### src/rtl/uart_pkg.sv
// Shared types and helpers for the UART receive path (and a future transmitter).
package uart_pkg;

  typedef enum logic [2:0] {
    ST_IDLE,
    ST_START,
    ST_DATA,
    ST_PARITY,
    ST_STOP,
    ST_BRK_WAIT
  } rx_state_t;

  localparam int PARITY_NONE = 0;
  localparam int PARITY_ODD  = 1;
  localparam int PARITY_EVEN = 2;

  function automatic logic maj3(input logic a, input logic b, input logic c);
    return (a & b) | (a & c) | (b & c);
  endfunction

  // Clocks per oversample tick; users guard the result against values below 1.
  function automatic int calc_div(input int clk_hz, input int baud, input int ovs);
    return clk_hz / (baud * ovs);
  endfunction

endpackage

### src/rtl/uart_baud_tick.sv
// Free-running oversample tick generator: one-clk pulse every CLK_FREQ/(BAUD_RATE*OVERSAMPLE) clks.
module uart_baud_tick
  import uart_pkg::*;
#(
  parameter int CLK_FREQ   = 50000000,
  parameter int BAUD_RATE  = 9600,
  parameter int OVERSAMPLE = 16
) (
  input  logic clk,
  input  logic reset,
  output logic tick
);

  localparam int DIV = calc_div(CLK_FREQ, BAUD_RATE, OVERSAMPLE);
  localparam int CW  = (DIV > 1) ? $clog2(DIV) : 1;
  localparam logic [CW-1:0] TC = CW'(DIV - 1);

  if (DIV < 1) begin : g_div_check
    $error("uart_baud_tick: CLK_FREQ too low for BAUD_RATE*OVERSAMPLE");
  end

  logic [CW-1:0] cnt;

  // Wrap the divider at DIV-1; the wrap cycle is the tick.
  always_ff @(posedge clk or posedge reset) begin
    if (reset)          cnt <= '0;
    else if (cnt == TC) cnt <= '0;
    else                cnt <= cnt + 1'b1;
  end

  assign tick = (cnt == TC);

endmodule

### src/rtl/uart_rx_ovs.sv
// Oversampling UART receiver with majority-vote bit decisions and a valid/ready output.
// Build option: define UART_RX_FIFO_EN to replace the single output register with a
// FIFO_DEPTH-entry show-ahead FIFO.
module uart_rx_ovs
  import uart_pkg::*;
#(
  parameter int CLK_FREQ   = 50000000,
  parameter int BAUD_RATE  = 9600,
  parameter int OVERSAMPLE = 16,
  parameter int DATA_BITS  = 8,
  parameter int PARITY     = 0,
  parameter int STOP_BITS  = 1,
  parameter int FIFO_DEPTH = 8
) (
  input  logic                 clk,
  input  logic                 reset,
  input  logic                 rx_line,
  output logic [DATA_BITS-1:0] rx_data,
  output logic                 rx_valid,
  input  logic                 rx_ready,
  output logic                 rx_busy,
  output logic                 frame_err,
  output logic                 parity_err,
  output logic                 break_det,
  output logic                 overrun_err
);

  localparam int SW = $clog2(OVERSAMPLE);
  localparam int EW = DATA_BITS + 3;
  localparam logic [SW-1:0] SMP_A    = SW'(OVERSAMPLE/2 - 1);
  localparam logic [SW-1:0] SMP_B    = SW'(OVERSAMPLE/2);
  localparam logic [SW-1:0] SMP_DEC  = SW'(OVERSAMPLE/2 + 1);
  localparam logic [SW-1:0] SMP_LAST = SW'(OVERSAMPLE - 1);
  localparam logic [3:0]    DATA_LAST = 4'(DATA_BITS - 1);
  localparam logic [3:0]    STOP_LAST = 4'(STOP_BITS - 1);

  if (OVERSAMPLE < 8 || (OVERSAMPLE % 2) != 0 || DATA_BITS < 5 || DATA_BITS > 9 ||
      PARITY > PARITY_EVEN || STOP_BITS < 1 || STOP_BITS > 2 ||
      FIFO_DEPTH < 2 || (FIFO_DEPTH & (FIFO_DEPTH - 1)) != 0) begin : g_param_check
    $error("uart_rx_ovs: parameter out of range");
  end

  logic                 sync_q1, sync_q2, rx_s;
  logic                 tick;
  rx_state_t            state, state_next;
  logic [SW-1:0]        s_cnt;
  logic                 smp_a, smp_b;
  logic [3:0]           bits_left;
  logic [DATA_BITS-1:0] shreg;
  logic                 par_bit, ferr_acc, any_one;
  logic                 decide, bit_end, bit_val;
  logic                 commit, c_frame, c_parity, c_break;
  logic [EW-1:0]        entry;

  // Two-flop synchroniser, parked at the idle level while in reset.
  always_ff @(posedge clk or posedge reset) begin
    if (reset) begin
      sync_q1 <= 1'b1;
      sync_q2 <= 1'b1;
    end else begin
      sync_q1 <= rx_line;
      sync_q2 <= sync_q1;
    end
  end
  assign rx_s = sync_q2;

  uart_baud_tick #(
    .CLK_FREQ  (CLK_FREQ),
    .BAUD_RATE (BAUD_RATE),
    .OVERSAMPLE(OVERSAMPLE)
  ) u_baud_tick (
    .clk  (clk),
    .reset(reset),
    .tick (tick)
  );

  assign decide  = tick && (s_cnt == SMP_DEC);
  assign bit_end = tick && (s_cnt == SMP_LAST);
  assign bit_val = maj3(smp_a, smp_b, rx_s);

  // FSM state register.
  always_ff @(posedge clk or posedge reset) begin
    if (reset) state <= ST_IDLE;
    else       state <= state_next;
  end

  // FSM next state; the last stop bit commits on its decision tick, not at bit end.
  always_comb begin
    state_next = state;
    case (state)
      ST_IDLE:     if (tick && !rx_s) state_next = ST_START;
      ST_START:    if (decide && bit_val) state_next = ST_IDLE;
                   else if (bit_end)      state_next = ST_DATA;
      ST_DATA:     if (bit_end && bits_left == '0)
                     state_next = (PARITY != PARITY_NONE) ? ST_PARITY : ST_STOP;
      ST_PARITY:   if (bit_end) state_next = ST_STOP;
      ST_STOP:     if (commit) state_next = c_break ? ST_BRK_WAIT : ST_IDLE;
      ST_BRK_WAIT: if (rx_s) state_next = ST_IDLE;
      default:     state_next = ST_IDLE;
    endcase
  end

  // FSM outputs and the frame status formed at commit time.
  always_comb begin
    rx_busy  = (state != ST_IDLE);
    commit   = (state == ST_STOP) && decide && (bits_left == '0);
    c_frame  = ferr_acc | ~bit_val;
    c_break  = ~(any_one | bit_val);
    c_parity = 1'b0;
    case (PARITY)
      PARITY_ODD:  c_parity = ~(^shreg ^ par_bit);
      PARITY_EVEN: c_parity = ^shreg ^ par_bit;
      default:     c_parity = 1'b0;
    endcase
  end

  assign entry = {shreg, c_frame, c_parity, c_break};

  // Bit timing, sampling, shifting and per-frame error accumulation.
  always_ff @(posedge clk or posedge reset) begin
    if (reset) begin
      s_cnt     <= '0;
      smp_a     <= 1'b1;
      smp_b     <= 1'b1;
      bits_left <= '0;
      shreg     <= '0;
      par_bit   <= 1'b0;
      ferr_acc  <= 1'b0;
      any_one   <= 1'b0;
    end else begin
      if (state == ST_IDLE || state == ST_BRK_WAIT) s_cnt <= '0;
      else if (tick) s_cnt <= (s_cnt == SMP_LAST) ? '0 : s_cnt + 1'b1;

      if (tick && s_cnt == SMP_A) smp_a <= rx_s;
      if (tick && s_cnt == SMP_B) smp_b <= rx_s;

      if (state == ST_IDLE) begin
        ferr_acc <= 1'b0;
        any_one  <= 1'b0;
      end

      if (decide) begin
        case (state)
          ST_DATA: begin
            shreg   <= {bit_val, shreg[DATA_BITS-1:1]};
            any_one <= any_one | bit_val;
          end
          ST_PARITY: begin
            par_bit <= bit_val;
            any_one <= any_one | bit_val;
          end
          ST_STOP: begin
            ferr_acc <= ferr_acc | ~bit_val;
            any_one  <= any_one | bit_val;
          end
          default: ;
        endcase
      end

      if (bit_end) begin
        case (state)
          ST_START:  bits_left <= DATA_LAST;
          ST_DATA:   bits_left <= (bits_left == '0) ? STOP_LAST : bits_left - 1'b1;
          ST_PARITY: bits_left <= STOP_LAST;
          ST_STOP:   bits_left <= bits_left - 1'b1;
          default:   ;
        endcase
      end
    end
  end

`ifdef UART_RX_FIFO_EN
  localparam int AW = $clog2(FIFO_DEPTH);

  logic [EW-1:0] mem [FIFO_DEPTH];
  logic [AW:0]   wptr, rptr;
  logic          empty, full, push, pop;

  assign empty    = (wptr == rptr);
  assign full     = (wptr[AW] != rptr[AW]) && (wptr[AW-1:0] == rptr[AW-1:0]);
  assign rx_valid = ~empty;
  assign pop      = rx_valid && rx_ready;
  // A pop in the same clk frees the head slot, so a full FIFO still accepts.
  assign push     = commit && (~full || pop);
  assign {rx_data, frame_err, parity_err, break_det} = mem[rptr[AW-1:0]];

  // FIFO storage and pointers; overrun flags a commit that could not be stored.
  always_ff @(posedge clk or posedge reset) begin
    if (reset) begin
      for (int i = 0; i < FIFO_DEPTH; i++) mem[i] <= '0;
      wptr        <= '0;
      rptr        <= '0;
      overrun_err <= 1'b0;
    end else begin
      if (push) begin
        mem[wptr[AW-1:0]] <= entry;
        wptr              <= wptr + 1'b1;
      end
      if (pop) rptr <= rptr + 1'b1;
      overrun_err <= commit && ~push;
    end
  end
`else
  logic [EW-1:0] out_q;

  assign {rx_data, frame_err, parity_err, break_det} = out_q;

  // Single output register; a commit lands if the slot is empty or being consumed.
  always_ff @(posedge clk or posedge reset) begin
    if (reset) begin
      out_q       <= '0;
      rx_valid    <= 1'b0;
      overrun_err <= 1'b0;
    end else begin
      overrun_err <= commit && rx_valid && ~rx_ready;
      if (commit && (~rx_valid || rx_ready)) begin
        out_q    <= entry;
        rx_valid <= 1'b1;
      end else if (rx_valid && rx_ready) begin
        rx_valid <= 1'b0;
      end
    end
  end
`endif

endmodule

### config.mk
export PLATFORM = sky130hd
export DESIGN_NAME = uart_rx_ovs
export DESIGN_NICKNAME = d
export VERILOG_FILES = /design/src/rtl/uart_pkg.sv /design/src/rtl/uart_baud_tick.sv /design/src/rtl/uart_rx_ovs.sv
export SDC_FILE = /design/constraint.sdc
export NUM_CORES = 1
export LEC_CHECK = 0
export CAP_MARGIN = 20
export CORE_ASPECT_RATIO = 0.75
export CORE_MARGIN = 2
export CORE_UTILIZATION = 57
export DETAILED_ROUTE_END_ITERATION = 6
export PLACE_DENSITY_LB_ADDON = 0.2
export SKIP_LAST_GASP = 1
export SLEW_MARGIN = 20
export SYNTH_ARGS = -nofsm -noshare
export SYNTH_HDL_FRONTEND = slang
export SYNTH_SLANG_ARGS = --single-unit
### constraint.sdc
create_clock -name clk -period 2.5 [get_ports clk]
set_clock_uncertainty 0.05 [all_clocks]
set_input_delay 0.75 -clock clk [delete_from_list [all_inputs] [get_ports clk]]
set_output_delay 0.75 -clock clk [all_outputs]
set_load 0.02 [all_outputs]
==> results of run 1 <==
worst max path at each step:
stage	from	end	slack (ns)	cells after the start
3_5_place_dp	rx_ready	out_q[10]$_DFFE_PP0P_	0.19	5
2_1_floorplan	bits_left[0]$_DFFE_PP0P_	state[1]$_DFFE_PP0P_	0.44	7
5_1_grt	state[2]$_DFFE_PP0P_	rx_busy	0.1	3
3_3_place_gp	rx_ready	out_q[10]$_DFFE_PP0P_	0.20	5
6_report	state[2]$_DFFE_PP0P_	rx_busy	0.18	3
4_1_cts	state[2]$_DFFE_PP0P_	rx_busy	0.17	3
logic make-up (layout without fill, tap and decap cells):
group	after synthesis	after routing	share of synthesized area
compound gates	23	23	0.0591
xor+xnor	8	8	0.0312
fa+ha+maj	8	8	0.0441
buf+inv	20	42	0.0407
flops	46	46	0.515
mux	22	22	0.121
other cells	1	1	0.00167
simple gates	74	74	0.187
through the flow:
step                utilization  power (uW)  instances  hold slack [ns]  setup slack [ns]
floorplan                     -         776        202            0.295             0.440
global placement          0.672         787        268            0.297             0.203
detailed placement        0.672         788        268            0.297             0.190
CTS                       0.697        1270        276            0.308             0.168
global route              0.697        1290        276            0.317            0.0956
finish                    0.697        1250        276            0.307             0.183
power groups by stage:
stage	registers (uW)	logic (uW)	clock network, uW
3_3_place_gp	763	24.1	0
2_1_floorplan	762	13.6	0
3_5_place_dp	763	25.1	0
5_1_grt	749	27.5	517
4_1_cts	748	25.1	493
6_report	748	23.9	473
layout make-up:
cell class	count	area share
Multi-Input combinational cell	136	0.385
Inverter	12	0.0174
Tap cell	52	0.0252
Sequential cell	46	0.447
Clock inverter	2	0.00484
Timing Repair Buffer	22	0.0885
Clock buffer	6	0.0319
synthesized netlist by cell type (3+ instances only):
library cell	instances
mux2_4	7
nor3b_1	3
a21oi_1	9
ha_1	7
dfstp_2	4
nor2_1	21
o21ai_0	7
inv_1	12
dfrtp_1	42
nand2_1	13
nor2b_1	5
and3_1	4
xor2_1	6
nor3_1	4
a31oi_1	3
clkbuf_1	4
nand3_1	6
mux2_2	13
layer usage:
layer | routed length [um] | share of wire
met1 | 1970 | 0.48
met2 | 1950 | 0.47
met3 | 121 | 0.029
met4 | 68 | 0.017
met5 | 0 | 0
registers in the layout (all words and copies together), names as in the netlist:
register,flops
s_cnt,4
bits_left,4
state,3
ferr_acc,1
rx_valid,1
smp_a,1
sync_q1,1
u_baud_tick.cnt,9
rx_s,1
shreg,8
overrun_err,1
any_one,1
out_q,10
smp_b,1
worst max-delay path, cell delays in order (launching register included):
cell	delay [ns]
dfrtp_1	0.49
nor3_1	0.28
inv_1	0.10
dlygate4sd2_1	0.33
repair_timing:
action,CTS,global route
endpoints found under the setup margin,1,0
hold buffers,0,0
endpoints found under the hold margin,0,0
resized for setup,1,0
==> results.py, run 1 <==
metrics = {
    "global_route": {
        "met1_usage": 0.297,
        "antenna_found_initial": 0,
        "grt_overflow": 0,
        "top_usage_layer": "met2",
        "grt_util_met2": 0.327,
        "met3_usage": 0.0414,
        "grt_pass1_wl_um": 7270,
        "grt_pass1_vias": 1540,
        "grt_usage": 0.213,
        "grt_start_max_net_pins": 30,
    },
    "layout": {
        "drive_above_1_share": 0.192,
        "final_cell_area_um2": 2590,
        "n_fill_cell": 281,
        "multi_input_area_um2": 996,
        "n_antenna_cell": 0,
        "final_nets": 234,
        "layout.area.seq_um2": 1160,
        "mostFrequentLayoutCell": "dfrtp_1",
        "layout_common_cells": "dfrtp_1 (42), nor2_1 (21), clkdlybuf4s50_1 (15)",
        "area_delta_synth_final_pct": 15.3,
    },
    "sta": {
        "hold_viol": 0,
        "timing.final.crit_period_ns": 2.32,
        "finalMaxSlewViolations": 0,
        "worst_pin_slew_ns": 0.651,
        "fin_setup_tns_ns": 0,
        "finalCritPeriodShare": 0.927,
        "relSlewSlack": 0.563,
        "finalSetupViolations": 0,
        "grt_setup_unrepaired": "false",
        "max_freq_mhz": 432,
    },
    "synth": {
        "synthesis.area_um2": 2240,
        "yosysTopAreaCell": "dfrtp_1",
        "synthArstFlopShare": 1.00,
        "synth-seq-cells": 46,
        "synth-warning-count": 0,
        "synth_top_area_frac": 0.468,
        "syn_inst": 202,
        "synth.avg_cell_area_um2": 11.1,
        "synth_cell_types": 40,
        "yosysSeqAreaShare": 0.515,
        "ys.flop_type": "dfrtp_1",
        "synth_fp_nets": 213,
        "ys_top_cells_by_area": "dfrtp_1 (47%), mux2_2 (6.5%), dfstp_2 (4.7%), mux2_4 (4.7%), ha_1 (3.9%)",
        "synth_edf_count": 0,
    },
    "worst_setup_path": {
        "end_kind": "output port",
        "path_class": "reg2out",
        "cp_max_fo": 11,
        "r2r_end": "state[1]$_DFFE_PP0P_",
        "crit_path_start_kind": "flip-flop",
        "r2r_setup_slack_ns": 0.23,
        "reg2reg_from": "bits_left[0]$_DFFE_PP0P_",
        "rr_worst_depth": 7,
        "cp_data_arrival_time_ns": 1.52,
        "required_ns": 1.70,
    },
    "run_status": {
        "status": "finished, final reports clean",
    },
    "power": {
        "vdd_drop_max_mv": 0.452,
        "p_switching_uw": 269,
        "p_int_uw": 976,
        "p_comb_frac": 0.019,
        "cellLeakagePower_uw": 0.00119,
        "p_seq_frac": 0.601,
        "clkPwrFrac": 0.380,
        "switching_share": 0.216,
        "power.density_nw_per_um2": 481,
    },
    "clocking": {
        "cts_buffers": 5,
        "clkTransAtPathRegs_ns": 0.09,
        "cts_tree": "done",
        "cts_htree_levels": 2,
        "clock_latency_ns": 0.31,
        "clock-root-buffer": "clkbuf_8",
        "cts.sinks": 46,
        "cts_setup_buffers": 0,
        "clockBufferDepth": 2,
    },
    "drt": {
        "drt_wl_total_um": 4100,
        "final_antenna_net_count": 0,
        "routed-via-count": 1509,
        "post-route-drc-count": 0,
        "first_pass_iters": 4,
        "drt_iter0_drc": 107,
        "viasPerCell": 5.47,
        "avgRoutedWirePerCell_um": 14.9,
    },
    "worst_hold_path": {
        "hold_depth": 0,
        "hold_class": "reg2reg",
        "min_from": "sync_q1$_DFF_PP1_",
        "min_to": "rx_s$_DFF_PP1_",
    },
    "floorplanning": {
        "die-area_um2": 4460,
        "core_um2": 3710,
        "io_pins": 18,
        "initial_core_util": 0.605,
        "rows": 19,
        "die_x_um": 76.4,
        "dieHeight_um": 58.3,
    },
    "run": {
        "cap_violations": 0,
    },
    "place": {
        "place.gp.congestion": 0.904,
        "place_area_um2": 2490,
        "post-dp-hpwl_um": 2960,
        "numPortBuffers": 16,
    },
}
Note: power is estimated with default switching activity, not from simulation.
==> run 2: changes to the inputs <==
--- a/config.mk
+++ b/config.mk
@@ -10,8 +10,8 @@
 export CORE_MARGIN = 2
 export CORE_UTILIZATION = 57
 export DETAILED_ROUTE_END_ITERATION = 6
+export MAX_ROUTING_LAYER = met4
 export PLACE_DENSITY_LB_ADDON = 0.2
-export SKIP_LAST_GASP = 1
 export SLEW_MARGIN = 20
 export SYNTH_ARGS = -nofsm -noshare
 export SYNTH_HDL_FRONTEND = slang
==> run 2 against run 1 <==
  * Cell count is the same
  * Register-to-register slack hardly changed
  * Non-clock buffer count is the same
  * Fmax fell by 0.12%
  * Critical path depth is the same
  * Combinational power barely moved
  * Design area unchanged
  * Utilization unchanged
  * First-iteration DRC count fell by 5.6%
  * Wire length down 0.76%
  * Global-route usage grew 0.72 points
==> results.py, run 2 (synthesized netlist as in run 1, its figures left out) <==
metrics = {
    "run": {
        "cap_violations": 0,
    },
    "power": {
        "p_int_uw": 976,
        "p_switching_uw": 271,
        "p_comb_frac": 0.019,
        "power.density_nw_per_um2": 482,
        "clkPwrFrac": 0.381,
        "vdd_drop_max_mv": 0.453,
        "p_seq_frac": 0.600,
        "cellLeakagePower_uw": 0.00119,
        "switching_share": 0.217,
    },
    "worst_setup_path": {
        "r2r_end": "state[1]$_DFFE_PP0P_",
        "crit_path_start_kind": "flip-flop",
        "crit_end": "rx_busy",
        "worst_path_max_delay_cell": "dfrtp_1",
        "reg2reg_from": "bits_left[0]$_DFFE_PP0P_",
        "crit_path_cell_trace": "nor3_1 > inv_1 > dlygate4sd2_1",
        "cp_max_fo": 11,
        "rr_worst_depth": 7,
        "r2r_setup_slack_ns": 0.23,
        "end_kind": "output port",
        "cp_data_arrival_time_ns": 1.52,
        "path_class": "reg2out",
        "cp_slowest_stage_delay_ns": 0.49,
        "required_ns": 1.70,
        "crit_path_start": "state[2]$_DFFE_PP0P_",
    },
    "floorplanning": {
        "die_x_um": 76.4,
        "rows": 19,
        "core_um2": 3710,
        "dieHeight_um": 58.3,
        "die-area_um2": 4460,
        "io_pins": 18,
        "initial_core_util": 0.605,
    },
    "sta": {
        "worst_pin_slew_ns": 0.654,
        "finalCritPeriodShare": 0.928,
        "grt_setup_unrepaired": "false",
        "finalSetupViolations": 0,
        "hold_viol": 0,
        "fin_setup_tns_ns": 0,
        "relSlewSlack": 0.562,
        "timing.final.crit_period_ns": 2.32,
        "finalMaxSlewViolations": 0,
        "setup_ws_ns": 0.180,
        "max_freq_mhz": 431,
    },
    "layout": {
        "regMostFlops": "out_q",
        "drive_above_1_share": 0.192,
        "layout_common_cells": "dfrtp_1 (42), nor2_1 (21), clkdlybuf4s50_1 (15)",
        "utilization": 0.697,
        "final_nets": 234,
        "area_delta_synth_final_pct": 15.3,
        "largest_reg_flops": 10,
        "mostFrequentLayoutCell": "dfrtp_1",
        "n_antenna_cell": 0,
        "reg_top3": "out_q (10), u_baud_tick.cnt (9), shreg (8)",
    },
    "drt": {
        "viasPerCell": 5.45,
        "avgRoutedWirePerCell_um": 14.8,
        "final_antenna_net_count": 0,
        "routed-via-count": 1504,
        "drt_wl_total_um": 4070,
        "drt_iter0_drc": 101,
        "first_pass_iters": 4,
        "post-route-drc-count": 0,
    },
    "clocking": {
        "hold_buffers": 0,
        "clockBufferDepth": 2,
        "cts_htree_levels": 2,
        "clock_latency_ns": 0.31,
        "clkTransAtPathRegs_ns": 0.09,
        "cts_buffers": 5,
        "ctsResizeCount": 1,
        "cts_setup_buffers": 0,
        "clock-root-buffer": "clkbuf_8",
        "cts.sinks": 46,
        "cts_tree": "done",
    },
    "place": {
        "numPortBuffers": 16,
        "place.gp.congestion": 0.919,
        "post-dp-hpwl_um": 2960,
        "pre_cts_ws_ns": 0.190,
    },
    "global_route": {
        "grt_usage": 0.221,
        "grt_overflow": 0,
        "grt_start_max_net_pins": 30,
        "antenna_found_initial": 0,
        "grt_pass1_wl_um": 7280,
        "grt_pass1_vias": 1549,
    },
    "run_status": {
        "status": "finished, final reports clean",
    },
    "worst_hold_path": {
        "hold_class": "reg2reg",
    },
}
-- run 2: cell counts in the layout (fill, tap and decap cells not counted) --
No cell type changed its count.
-- run 2: metal layers --
metal,wire (um),global-route usage,vias up,share of wire
met5,0,-,-,0
met4,87,0.109,0,0.021
met3,108,0.0414,9,0.027
met2,1920,0.332,28,0.47
met1,1960,0.294,735,0.48
li1,-,-,732,-
-- run 2: worst min-delay path by stage --
stage	depth (start not counted)	from	to
2_1_floorplan	0	sync_q1$_DFF_PP1_	rx_s$_DFF_PP1_
3_3_place_gp	0	sync_q1$_DFF_PP1_	rx_s$_DFF_PP1_
3_5_place_dp	0	sync_q1$_DFF_PP1_	rx_s$_DFF_PP1_
4_1_cts	0	sync_q1$_DFF_PP1_	rx_s$_DFF_PP1_
5_1_grt	0	sync_q1$_DFF_PP1_	rx_s$_DFF_PP1_
6_report	0	sync_q1$_DFF_PP1_	rx_s$_DFF_PP1_
-- run 2: critical path: cells and delay by family (launching register included) --
| kind | cells | cell delay (ns) |
|---|---|---|
| flip-flops | 1 | 0.49 |
| AND/OR/NAND/NOR | 1 | 0.29 |
| buffers and inverters | 2 | 0.43 |
-- run 2: power by group through the flow --
stage	Clock, uW	Combinational, uW	Sequential (uW)
global placement	0	24.1	763
global route	520	27.4	749
finish	475	23.7	748
detailed placement	0	25.1	763
CTS	493	25.1	748
floorplan	0	13.6	762
-- run 2: metrics by stage --
| stage | hold WS, ns | total power (uW) | area, um2 | std cells |
|---|---|---|---|---|
| final | 0.307 | 1250 | 2590 | 276 |
| after global routing | 0.317 | 1300 | 2590 | 276 |
| after CTS | 0.308 | 1270 | 2590 | 276 |
| after detailed placement | 0.297 | 788 | 2490 | 268 |
| after global placement | 0.297 | 787 | 2490 | 268 |
| after floorplan | 0.295 | 776 | 2240 | 202 |
-- run 2: area by class of cell --
cell class	instances	area, um2
Sequential cell	46	1160
Fill cell	281	1120
Multi-Input combinational cell	136	996
Timing Repair Buffer	22	229
Clock buffer	6	82.6
Tap cell	52	65.1
Inverter	12	45.0
Clock inverter	2	12.5
==> run 3: changes to the inputs <==
--- a/config.mk
+++ b/config.mk
@@ -11,7 +11,7 @@
 export CORE_UTILIZATION = 57
 export DETAILED_ROUTE_END_ITERATION = 6
 export MAX_ROUTING_LAYER = met4
-export PLACE_DENSITY_LB_ADDON = 0.2
+export PLACE_DENSITY = 0.79
 export SLEW_MARGIN = 20
 export SYNTH_ARGS = -nofsm -noshare
 export SYNTH_HDL_FRONTEND = slang
==> run 3 against run 2 <==
  * Setup slack improved by 0.044 ns
  * Die area unchanged
  * Utilization decreased by 0.067 points
  * Largest cell class unchanged
==> results.py, run 3 (synthesized netlist as in run 1, its figures left out) <==
metrics = {
    "run_status": {
        "status": "finished, final reports clean",
    },
    "layout": {
        "area_delta_synth_final_pct": 15.2,
        "n_antenna_cell": 0,
        "reg_top3": "out_q (10), u_baud_tick.cnt (9), shreg (8)",
        "layout.cells.non_filler": 277,
        "final_nets": 235,
        "drive_above_1_share": 0.204,
        "n_fill_cell": 277,
        "layout_common_cells": "dfrtp_1 (40), nor2_1 (21), clkdlybuf4s50_1 (15)",
        "mostFrequentLayoutCell": "dfrtp_1",
        "largest_reg_flops": 10,
        "regMostFlops": "out_q",
    },
    "worst_setup_path": {
        "cp_slowest_stage_delay_ns": 0.54,
        "worst_path_max_delay_cell": "or3b_2",
        "required_ns": 2.63,
        "crit_path_start_kind": "flip-flop",
        "end_kind": "flip-flop",
        "path_class": "reg2reg",
        "cp_max_fo": 5,
        "crit_path_cell_trace": "inv_1 > ha_1 > or3b_2 > nor2_1 > a21oi_1 > and4b_1 > mux2_2",
        "cp_data_arrival_time_ns": 2.41,
    },
    "floorplanning": {
        "io_pins": 18,
        "die-area_um2": 4460,
        "core_um2": 3710,
        "rows": 19,
        "dieHeight_um": 58.3,
        "die_x_um": 76.4,
        "initial_core_util": 0.605,
    },
    "drt": {
        "first_pass_iters": 4,
        "avgRoutedWirePerCell_um": 14.6,
        "final_antenna_net_count": 0,
        "viasPerCell": 5.48,
        "routed-via-count": 1519,
        "post-route-drc-count": 0,
        "drt_iter0_drc": 141,
        "drt_wl_total_um": 4060,
    },
    "sta": {
        "finalCritPeriodShare": 0.910,
        "setup_ws_ns": 0.224,
        "timing.final.crit_period_ns": 2.28,
        "hold_ws_ns": 0.309,
        "max_freq_mhz": 439,
        "relSlewSlack": 0.553,
        "finalSetupViolations": 0,
        "hold_viol": 0,
        "worst_pin_slew_ns": 0.667,
        "grt_setup_unrepaired": "false",
        "finalMaxSlewViolations": 0,
        "fin_setup_tns_ns": 0,
    },
    "clocking": {
        "cts_htree_levels": 2,
        "cts_buffers": 5,
        "clkTransAtPathRegs_ns": 0.08,
        "cts_tree": "done",
        "clock-root-buffer": "clkbuf_8",
        "cts.sinks": 46,
        "hold_buffers": 0,
        "clockBufferDepth": 2,
        "clock_latency_ns": 0.29,
    },
    "worst_hold_path": {
        "hold_class": "reg2reg",
    },
    "global_route": {
        "grt_pass1_wl_um": 7190,
        "grt_overflow": 0,
        "grt_usage": 0.215,
        "grt_start_max_net_pins": 20,
        "grt_pass1_vias": 1556,
        "antenna_found_initial": 0,
    },
    "place": {
        "pre_cts_ws_ns": 0.163,
        "numPortBuffers": 16,
        "place.gp.congestion": 0.929,
        "dp_cells": 269,
        "post-dp-hpwl_um": 2970,
    },
    "power": {
        "power.density_nw_per_um2": 469,
        "vdd_drop_max_mv": 0.402,
        "cellLeakagePower_uw": 0.00120,
    },
    "run": {
        "cap_violations": 0,
    },
}
## run 3: changes by cell type in the layout (fill, tap and decap cells not counted), sizes merged
cell	previous run	this run
clkinv	2	3
dlymetal6s2s	0	1
buf	6	7
clkinvlp	1	0
dlygate4sd2	1	0
## run 3: worst paths after layout
kind                                          start                    to  slack (ns)  depth (start not counted)
setup / recovery           bits_left[0]$_DFFE_PP0P_  state[1]$_DFFE_PP0P_        0.22                          7
hold / removal                    sync_q1$_DFF_PP1_        rx_s$_DFF_PP1_        0.31                          0
setup reg to reg           bits_left[0]$_DFFE_PP0P_  state[1]$_DFFE_PP0P_        0.22                          7
hold reg to reg                   sync_q1$_DFF_PP1_        rx_s$_DFF_PP1_        0.31                          0
max in group asynchronous                     reset     smp_b$_DFFE_PP1P_        1.01                          3
min in group asynchronous                     reset    ferr_acc$_DFF_PP0_        0.72                          2
## run 3: power breakdown
part / internal, uW / leakage, uW / switching (uW) / total, uW
Clock: 197 / 0.0000452 / 243 / 440
Combinational: 6.49 / 0.000552 / 16.3 / 22.8
Sequential: 746 / 0.000606 / 1.47 / 748
## run 3: stage by stage
| stage | util | instance area [um2] | power, uW |
|---|---|---|---|
| 3_5_place_dp | 0.671 | 2490 | 787 |
| 5_1_grt | 0.697 | 2580 | 1250 |
| 2_1_floorplan | - | 2240 | 776 |
| 3_3_place_gp | 0.671 | 2490 | 785 |
| 6_report | 0.697 | 2580 | 1210 |
| 4_1_cts | 0.695 | 2580 | 1220 |
## run 3: area by class of cell
class | count | area, um2 | share of cell area
Sequential cell | 46 | 1160 | 0.448
Multi-Input combinational cell | 136 | 1000 | 0.387
Clock buffer | 6 | 72.6 | 0.0281
Inverter | 12 | 45.0 | 0.0174
Clock inverter | 2 | 13.8 | 0.00533
Tap cell | 52 | 65.1 | 0.0252
Timing Repair Buffer | 23 | 228 | 0.0881
## run 3: routing by layer
metal	global-route usage	share of wire	vias up
li1	-	-	732
met1	0.262	0.46	751
met2	0.360	0.48	30
met3	0.0445	0.038	6
met4	0.0909	0.016	0
met5	-	0	-
## run 3: critical path, delay by kind of cell, from the launching register on
| family | cells | cell delay [ns] |
|---|---|---|
| simple gates | 3 | 1.02 |
| flops | 1 | 0.39 |
| fa+ha+maj | 1 | 0.16 |
| compound gates | 1 | 0.07 |
| mux | 1 | 0.37 |
| buf+inv | 1 | 0.11 |
## run 3: timing repair
action / 4_1_cts / 5_1_grt
gates resized for setup: 1 / 3
endpoints found under the setup margin: 1 / 1
setup buffers: 0 / 0
endpoints found under the hold margin: 0 / 0
